## src/rtl/oper_swap_cmp_if.sv

```systemverilog
// Operand/result handshake bundle for the oper_swap_cmp stage.
// Carries zero_result_o only when OPER_SWAP_ZERO_FLAG_EN is defined.
interface oper_swap_cmp_if #(
    parameter int W = 32
);
    logic         in_valid_i;
    logic         in_ready_o;
    logic         AddSubt_i;
    logic [W-1:0] Data_X_i;
    logic [W-1:0] Data_Y_i;
    logic         out_valid_o;
    logic         out_ready_i;
    logic [W-1:0] DMP_o;
    logic [W-1:0] DmP_o;
    logic         gtXY_o;
    logic         eqXY_o;
    logic         eff_sub_o;
    logic         sgn_result_o;
`ifdef OPER_SWAP_ZERO_FLAG_EN
    logic         zero_result_o;
`endif

    // Producer of operands / consumer of results.
    modport master (
        output in_valid_i, AddSubt_i, Data_X_i, Data_Y_i, out_ready_i,
        input  in_ready_o, out_valid_o, DMP_o, DmP_o, gtXY_o, eqXY_o,
               eff_sub_o, sgn_result_o
`ifdef OPER_SWAP_ZERO_FLAG_EN
        , input zero_result_o
`endif
    );

    // The compare/swap stage itself.
    modport slave (
        input  in_valid_i, AddSubt_i, Data_X_i, Data_Y_i, out_ready_i,
        output in_ready_o, out_valid_o, DMP_o, DmP_o, gtXY_o, eqXY_o,
               eff_sub_o, sgn_result_o
`ifdef OPER_SWAP_ZERO_FLAG_EN
        , output zero_result_o
`endif
    );
endinterface

```

## src/rtl/oper_swap_cmp.sv

```systemverilog
// Two-stage operand register + magnitude compare/swap front end of the FP add/subtract path.
// Define OPER_SWAP_ZERO_FLAG_EN to add the registered exact-cancellation flag zero_result_o.
module oper_swap_cmp #(
    parameter int W = 32
) (
    input  logic               clk,
    input  logic               rst_n,
    oper_swap_cmp_if.slave     bus
);

    // Result sign: X's sign when |X| wins, (sgnY ^ op) when |Y| wins,
    // +0 on exact cancellation, X's sign on an equal-magnitude effective add.
    function automatic logic sign_rule(input logic gt, input logic eq,
                                       input logic sgn_x, input logic sgn_y,
                                       input logic op);
        return (gt | (op ^ sgn_y)) & (sgn_x | ~(eq | gt));
    endfunction

    logic         v1_r;
    logic [W-1:0] x1_r;
    logic [W-1:0] y1_r;
    logic         op1_r;

    logic         v2_r;
    logic [W-1:0] dmp_r;
    logic [W-1:0] dmp_small_r;
    logic         gt_r;
    logic         eq_r;
    logic         eff_sub_r;
    logic         sgn_r;

    logic         s2_adv_s;
    logic         s1_adv_s;
    logic         gt_s;
    logic         eq_s;
    logic         eff_sub_s;
    logic         sgn_s;
    logic         x_wins_s;
    logic [W-1:0] dmp_s;
    logic [W-1:0] dmp_small_s;

    assign s2_adv_s = ~v2_r | bus.out_ready_i;
    assign s1_adv_s = ~v1_r | s2_adv_s;

    // Compare and swap on the S1 operands; sign bit excluded from the magnitude.
    always_comb begin
        gt_s        = (x1_r[W-2:0] > y1_r[W-2:0]);
        eq_s        = (x1_r[W-2:0] == y1_r[W-2:0]);
        eff_sub_s   = x1_r[W-1] ^ y1_r[W-1] ^ op1_r;
        sgn_s       = sign_rule(gt_s, eq_s, x1_r[W-1], y1_r[W-1], op1_r);
        x_wins_s    = gt_s | eq_s;
        dmp_s       = x_wins_s ? x1_r : y1_r;
        dmp_small_s = x_wins_s ? y1_r : x1_r;
    end

    // Stage 1: operand capture on an input handshake.
    always_ff @(posedge clk) begin
        if (!rst_n) begin
            v1_r  <= 1'b0;
            x1_r  <= {W{1'b0}};
            y1_r  <= {W{1'b0}};
            op1_r <= 1'b0;
        end else if (s1_adv_s) begin
            v1_r <= bus.in_valid_i;
            if (bus.in_valid_i) begin
                x1_r  <= bus.Data_X_i;
                y1_r  <= bus.Data_Y_i;
                op1_r <= bus.AddSubt_i;
            end
        end
    end

    // Stage 2: output register; data only reloads from a valid S1 entry so a stall holds it.
    always_ff @(posedge clk) begin
        if (!rst_n) begin
            v2_r        <= 1'b0;
            dmp_r       <= {W{1'b0}};
            dmp_small_r <= {W{1'b0}};
            gt_r        <= 1'b0;
            eq_r        <= 1'b0;
            eff_sub_r   <= 1'b0;
            sgn_r       <= 1'b0;
        end else if (s2_adv_s) begin
            v2_r <= v1_r;
            if (v1_r) begin
                dmp_r       <= dmp_s;
                dmp_small_r <= dmp_small_s;
                gt_r        <= gt_s;
                eq_r        <= eq_s;
                eff_sub_r   <= eff_sub_s;
                sgn_r       <= sgn_s;
            end
        end
    end

`ifdef OPER_SWAP_ZERO_FLAG_EN
    logic zero_r;
    logic zero_s;

    // Exact cancellation, or both magnitudes zero (covers 0 +/- 0 in either sense).
    always_comb begin
        zero_s = (eq_s & eff_sub_s) |
                 ((x1_r[W-2:0] == {(W-1){1'b0}}) & (y1_r[W-2:0] == {(W-1){1'b0}}));
    end

    // Zero flag rides alongside the other S2 outputs.
    always_ff @(posedge clk) begin
        if (!rst_n) begin
            zero_r <= 1'b0;
        end else if (s2_adv_s && v1_r) begin
            zero_r <= zero_s;
        end
    end

    assign bus.zero_result_o = zero_r;
`endif

    assign bus.in_ready_o   = s1_adv_s;
    assign bus.out_valid_o  = v2_r;
    assign bus.DMP_o        = dmp_r;
    assign bus.DmP_o        = dmp_small_r;
    assign bus.gtXY_o       = gt_r;
    assign bus.eqXY_o       = eq_r;
    assign bus.eff_sub_o    = eff_sub_r;
    assign bus.sgn_result_o = sgn_r;

endmodule

```

## src/flat_wrapper.sv

```systemverilog
// flat-port wrapper written by rule: the top's interface ports become plain ports
module oper_swap_cmp_flat 
#(
    parameter int W = 32
)
  (clk, rst_n, bus_in_valid_i, bus_AddSubt_i, bus_Data_X_i, bus_Data_Y_i, bus_out_ready_i, bus_in_ready_o, bus_out_valid_o, bus_DMP_o, bus_DmP_o, bus_gtXY_o, bus_eqXY_o, bus_eff_sub_o, bus_sgn_result_o);
  oper_swap_cmp_if #(.W(W)) bus_i ();
  input  logic clk;
  input  logic rst_n;
  input wire logic [$bits(bus_i.in_valid_i)-1:0] bus_in_valid_i;
  input wire logic [$bits(bus_i.AddSubt_i)-1:0] bus_AddSubt_i;
  input wire logic [$bits(bus_i.Data_X_i)-1:0] bus_Data_X_i;
  input wire logic [$bits(bus_i.Data_Y_i)-1:0] bus_Data_Y_i;
  input wire logic [$bits(bus_i.out_ready_i)-1:0] bus_out_ready_i;
  output wire logic [$bits(bus_i.in_ready_o)-1:0] bus_in_ready_o;
  output wire logic [$bits(bus_i.out_valid_o)-1:0] bus_out_valid_o;
  output wire logic [$bits(bus_i.DMP_o)-1:0] bus_DMP_o;
  output wire logic [$bits(bus_i.DmP_o)-1:0] bus_DmP_o;
  output wire logic [$bits(bus_i.gtXY_o)-1:0] bus_gtXY_o;
  output wire logic [$bits(bus_i.eqXY_o)-1:0] bus_eqXY_o;
  output wire logic [$bits(bus_i.eff_sub_o)-1:0] bus_eff_sub_o;
  output wire logic [$bits(bus_i.sgn_result_o)-1:0] bus_sgn_result_o;
  assign bus_i.in_valid_i = bus_in_valid_i;
  assign bus_i.AddSubt_i = bus_AddSubt_i;
  assign bus_i.Data_X_i = bus_Data_X_i;
  assign bus_i.Data_Y_i = bus_Data_Y_i;
  assign bus_i.out_ready_i = bus_out_ready_i;
  assign bus_in_ready_o = bus_i.in_ready_o;
  assign bus_out_valid_o = bus_i.out_valid_o;
  assign bus_DMP_o = bus_i.DMP_o;
  assign bus_DmP_o = bus_i.DmP_o;
  assign bus_gtXY_o = bus_i.gtXY_o;
  assign bus_eqXY_o = bus_i.eqXY_o;
  assign bus_eff_sub_o = bus_i.eff_sub_o;
  assign bus_sgn_result_o = bus_i.sgn_result_o;
  oper_swap_cmp #(.W(W)) u_core (.clk(clk), .rst_n(rst_n), .bus(bus_i));
endmodule
```

## config.mk

```make
export PLATFORM = sky130hd
export DESIGN_NAME = oper_swap_cmp_flat
export DESIGN_NICKNAME = d
export VERILOG_FILES = /design/src/rtl/oper_swap_cmp_if.sv /design/src/rtl/oper_swap_cmp.sv /design/src/flat_wrapper.sv
export SDC_FILE = /design/constraint.sdc
export NUM_CORES = 1
export LEC_CHECK = 0
export ABC_AREA = 1
export CAP_MARGIN = 20
export CORE_AREA = 2 2 116 118
export DETAILED_ROUTE_END_ITERATION = 16
export DIE_AREA = 0 0 118 120
export PLACE_DENSITY = 0.77
export SYNTH_ARGS = -nofsm -noshare
export SYNTH_HDL_FRONTEND = slang
export SYNTH_SLANG_ARGS = --single-unit
```

## constraint.sdc

```tcl
create_clock -name clk -period 5.2 [get_ports clk]
set_input_delay 0.78 -clock clk [delete_from_list [all_inputs] [get_ports clk]]
set_output_delay 0.78 -clock clk [all_outputs]
set_load 0.03 [all_outputs]
```

==> impl_metrics.ini <==
[status]
status = complete, no violations

[clock_network]
holdBufCountCts = 0
numCtsBuffers = 17
tritoncts_clock_tree = yes
clk_pin_slew_ns = 0.05
maximum_buffer_depth_of_the_clock_tree = 2
clk_root_buffer_cell = sky130_fd_sc_hd__clkbuf_16
cts_repair_resize_count = 0
cts-htree-levels = 4
cts_num_sinks = 135
cts_post_setup_buffers_inserted = 0
clk-insertion-delay-late_ns = 0.42

[worst_setup_path]
timing.critical_path.cells = clkdlybuf4s50_1 -> inv_1 -> nand3_1 -> clkdlybuf4s50_1
critical_path.startpoint_type = primary input
setup.worst_path.start = bus_out_ready_i
worstSetupEndpointType = output port
critical_path.most_common_cell = sky130_fd_sc_hd__clkdlybuf4s50_1
critical_path_class = primary input to output port
critical_path_arrival_ns = 2.31
r2r_start = u_core.y1_r[28]
cpMaxStageDelayCell = sky130_fd_sc_hd__clkdlybuf4s50_1
worstPathMaxFanout = 4
crit_required_ns = 4.42
critical-path-max-stage-delay_ns = 0.78

[sta]
post-route-worst-setup-slack_ns = 2.11
clock.fmax_ghz = 0.324
worstMarginPinSlew_ns = 0.857
rsz0062_at_grt = false
timing.setup.tns_ns = 0
fin_crit_ns = 3.09
report.final.slew_viol_count = 0
fin_skew_ns = 0.00666
report.final.hold_viol_count = 0
final_report_setup_violation_count = 0
slew_headroom_pct = 42.8
ratio_of_final_minimum_period_to_clock_period_pct = 59.4

[floorplanning]
floorplan.die.width_um = 118
fp.coreArea_mm2 = 0.0130
placementRows = 42
boundaryPins = 139
floorplan.initialDensity_pct = 48.9
die_h_um = 120
die-area_mm2 = 0.0142

[detailed_routing]
detail_route.iter0.violations = 547
routedWlPerCell_um = 14.9
routed_via_density = 5.45
detail_route.first_pass.iterations = 5
routed_wl_mm = 17.1
vias_after_detailed_routing = 6251
drt_drc_violations_left = 0
route.antenna.remaining_nets = 0

[placement]
detailed_place_hpwl_mm = 10.5
pre_cts_setup_slack_ns = 2.12
numPortBuffers = 138
numPlacedInstances = 1115
finalWeightedCongestion = 0.826

[global_routing]
global_route.usage.met1_pct = 31.9
grt.met3_usage_pct = 5.66
gr-usage-met2_pct = 39.4
grt_most_used_layer = met2
grt_antenna_before_repair = 0
grt_pass1_wl_mm = 28.0
grtUsageTotal_pct = 24.5
first_global_vias = 5891
grt_start_max_net_pins = 123
overflow = 0

[cells_and_area]
fin_cells = 1148
layout_cells_sized_above_1_pct = 5.56
final_util_pct = 64.0
n_antenna_cell = 0
layout.nets = 1061
area_delta_synth_final_pct = 30.7

[synth]
syn-num-nets = 962
synth.cell_area_mm2 = 0.00635
synth.distinct_cells = 24
yosys_warnings = 0
synth_seq_cells = 135
synthCells = 862
synth_sequential_area_ratio_pct = 42.5
synthesis.area_per_instance_um2 = 7.37

[pwr]
power.total_w = 0.00294
ir_drop_mv = 0.221
power.static_leakage_nw = 3.40
power.density_mw_per_mm2 = 354

[run]
maxCapViolations = 0

[worst_hold_path]
hp-start = u_core.bus.DMP_o[28]
hold_path_class = register to register
-- per-stage QoR --
step | cell area [µm²] | hold WS [ns]
2_1_floorplan | 6350 | 0.467
3_3_place_gp | 7690 | 0.453
3_5_place_dp | 7690 | 0.456
4_1_cts | 8230 | 0.465
5_1_grt | 8300 | 0.482
6_report | 8300 | 0.464
-- placed cells by master, fill, tap and decap left out, drive strengths merged --
cell type / instances
xor2: 2
ha: 31
nand3b: 2
clkdlybuf4s50: 137
a21o: 2
dfxtp: 135
inv: 79
a31oi: 1
nand2: 181
clkinv: 4
clkbuf: 27
nor2b: 1
nor2: 12
buf: 12
nand3: 70
a21oi: 144
o21ai: 67
nand4: 65
-- critical path, delay by kind of cell --
| kind | cells | cell delay, ns |
|---|---|---|
| buffers and inverters | 3 | 1.29 |
| AND/OR/NAND/NOR | 1 | 0.24 |
-- cells by family after synthesis --
group / count (synthesis) / share of synthesized area [%]
AND/OR/NAND/NOR: 331 / 24.0
buffers and inverters: 149 / 10.1
adder cells (fa/ha/maj): 31 / 6.11
XOR/XNOR: 2 / 0.276
flip-flops: 135 / 42.5
AO/OA/AOI/OAI: 214 / 17.0
-- sequential cells by signal (all words and copies together) (netlist names), 32 cells and up --
register / count
u_core.bus.DMP_o: 32
u_core.bus.DmP_o: 32
u_core.x1_r: 32
u_core.y1_r: 32
-- cell usage after synthesis, drive strengths merged --
master | n | share of area, %
nand2 | 181 | 11
a21oi | 144 | 11
dfxtp | 135 | 43
inv | 79 | 4.7
nand3 | 70 | 5.6
o21ai | 67 | 5.3
nand4 | 65 | 6.4
clkbuf | 36 | 2.1
buf | 33 | 3.2
ha | 31 | 6.1
nor2 | 12 | 0.79
a21o | 2 | 0.24
nand3b | 2 | 0.24
xor2 | 2 | 0.28
a31oi | 1 | 0.099
clkinv | 1 | 0.059
nor2b | 1 | 0.22
-- per-layer routing --
metal	wire length [µm]	part of all wire [%]	vias to the layer above
li1	-	-	3120
met1	7590	44	2871
met2	8050	47	233
met3	1180	6.9	27
met4	331	1.9	0
met5	0	0	-
-- final cells by class --
type	count	area [µm²]
multi-input cells	578	3030
clock inverters	3	15.0
fillers	1144	4680
repair buffers	149	1510
well taps	176	220
clock buffers	27	523
flip-flops and latches	135	2700
inverters	80	300
-- final timing paths --
kind,end,slack [ns],depth (start not counted)
min,u_core.bus.DMP_o[28],0.46,2
max,bus_in_ready_o,2.11,4
min reg2reg,u_core.bus.DMP_o[28],0.46,2
max reg2reg,u_core.bus.DMP_o[11],2.41,11
-- report_power, final --
| group | switching [W] | internal, W |
|---|---|---|
| Clock | 0.000415 | 0.000677 |
| Combinational | 0.000420 | 0.000273 |
| Sequential | 0.0000381 | 0.00111 |
(Power assumes the default switching activity.)
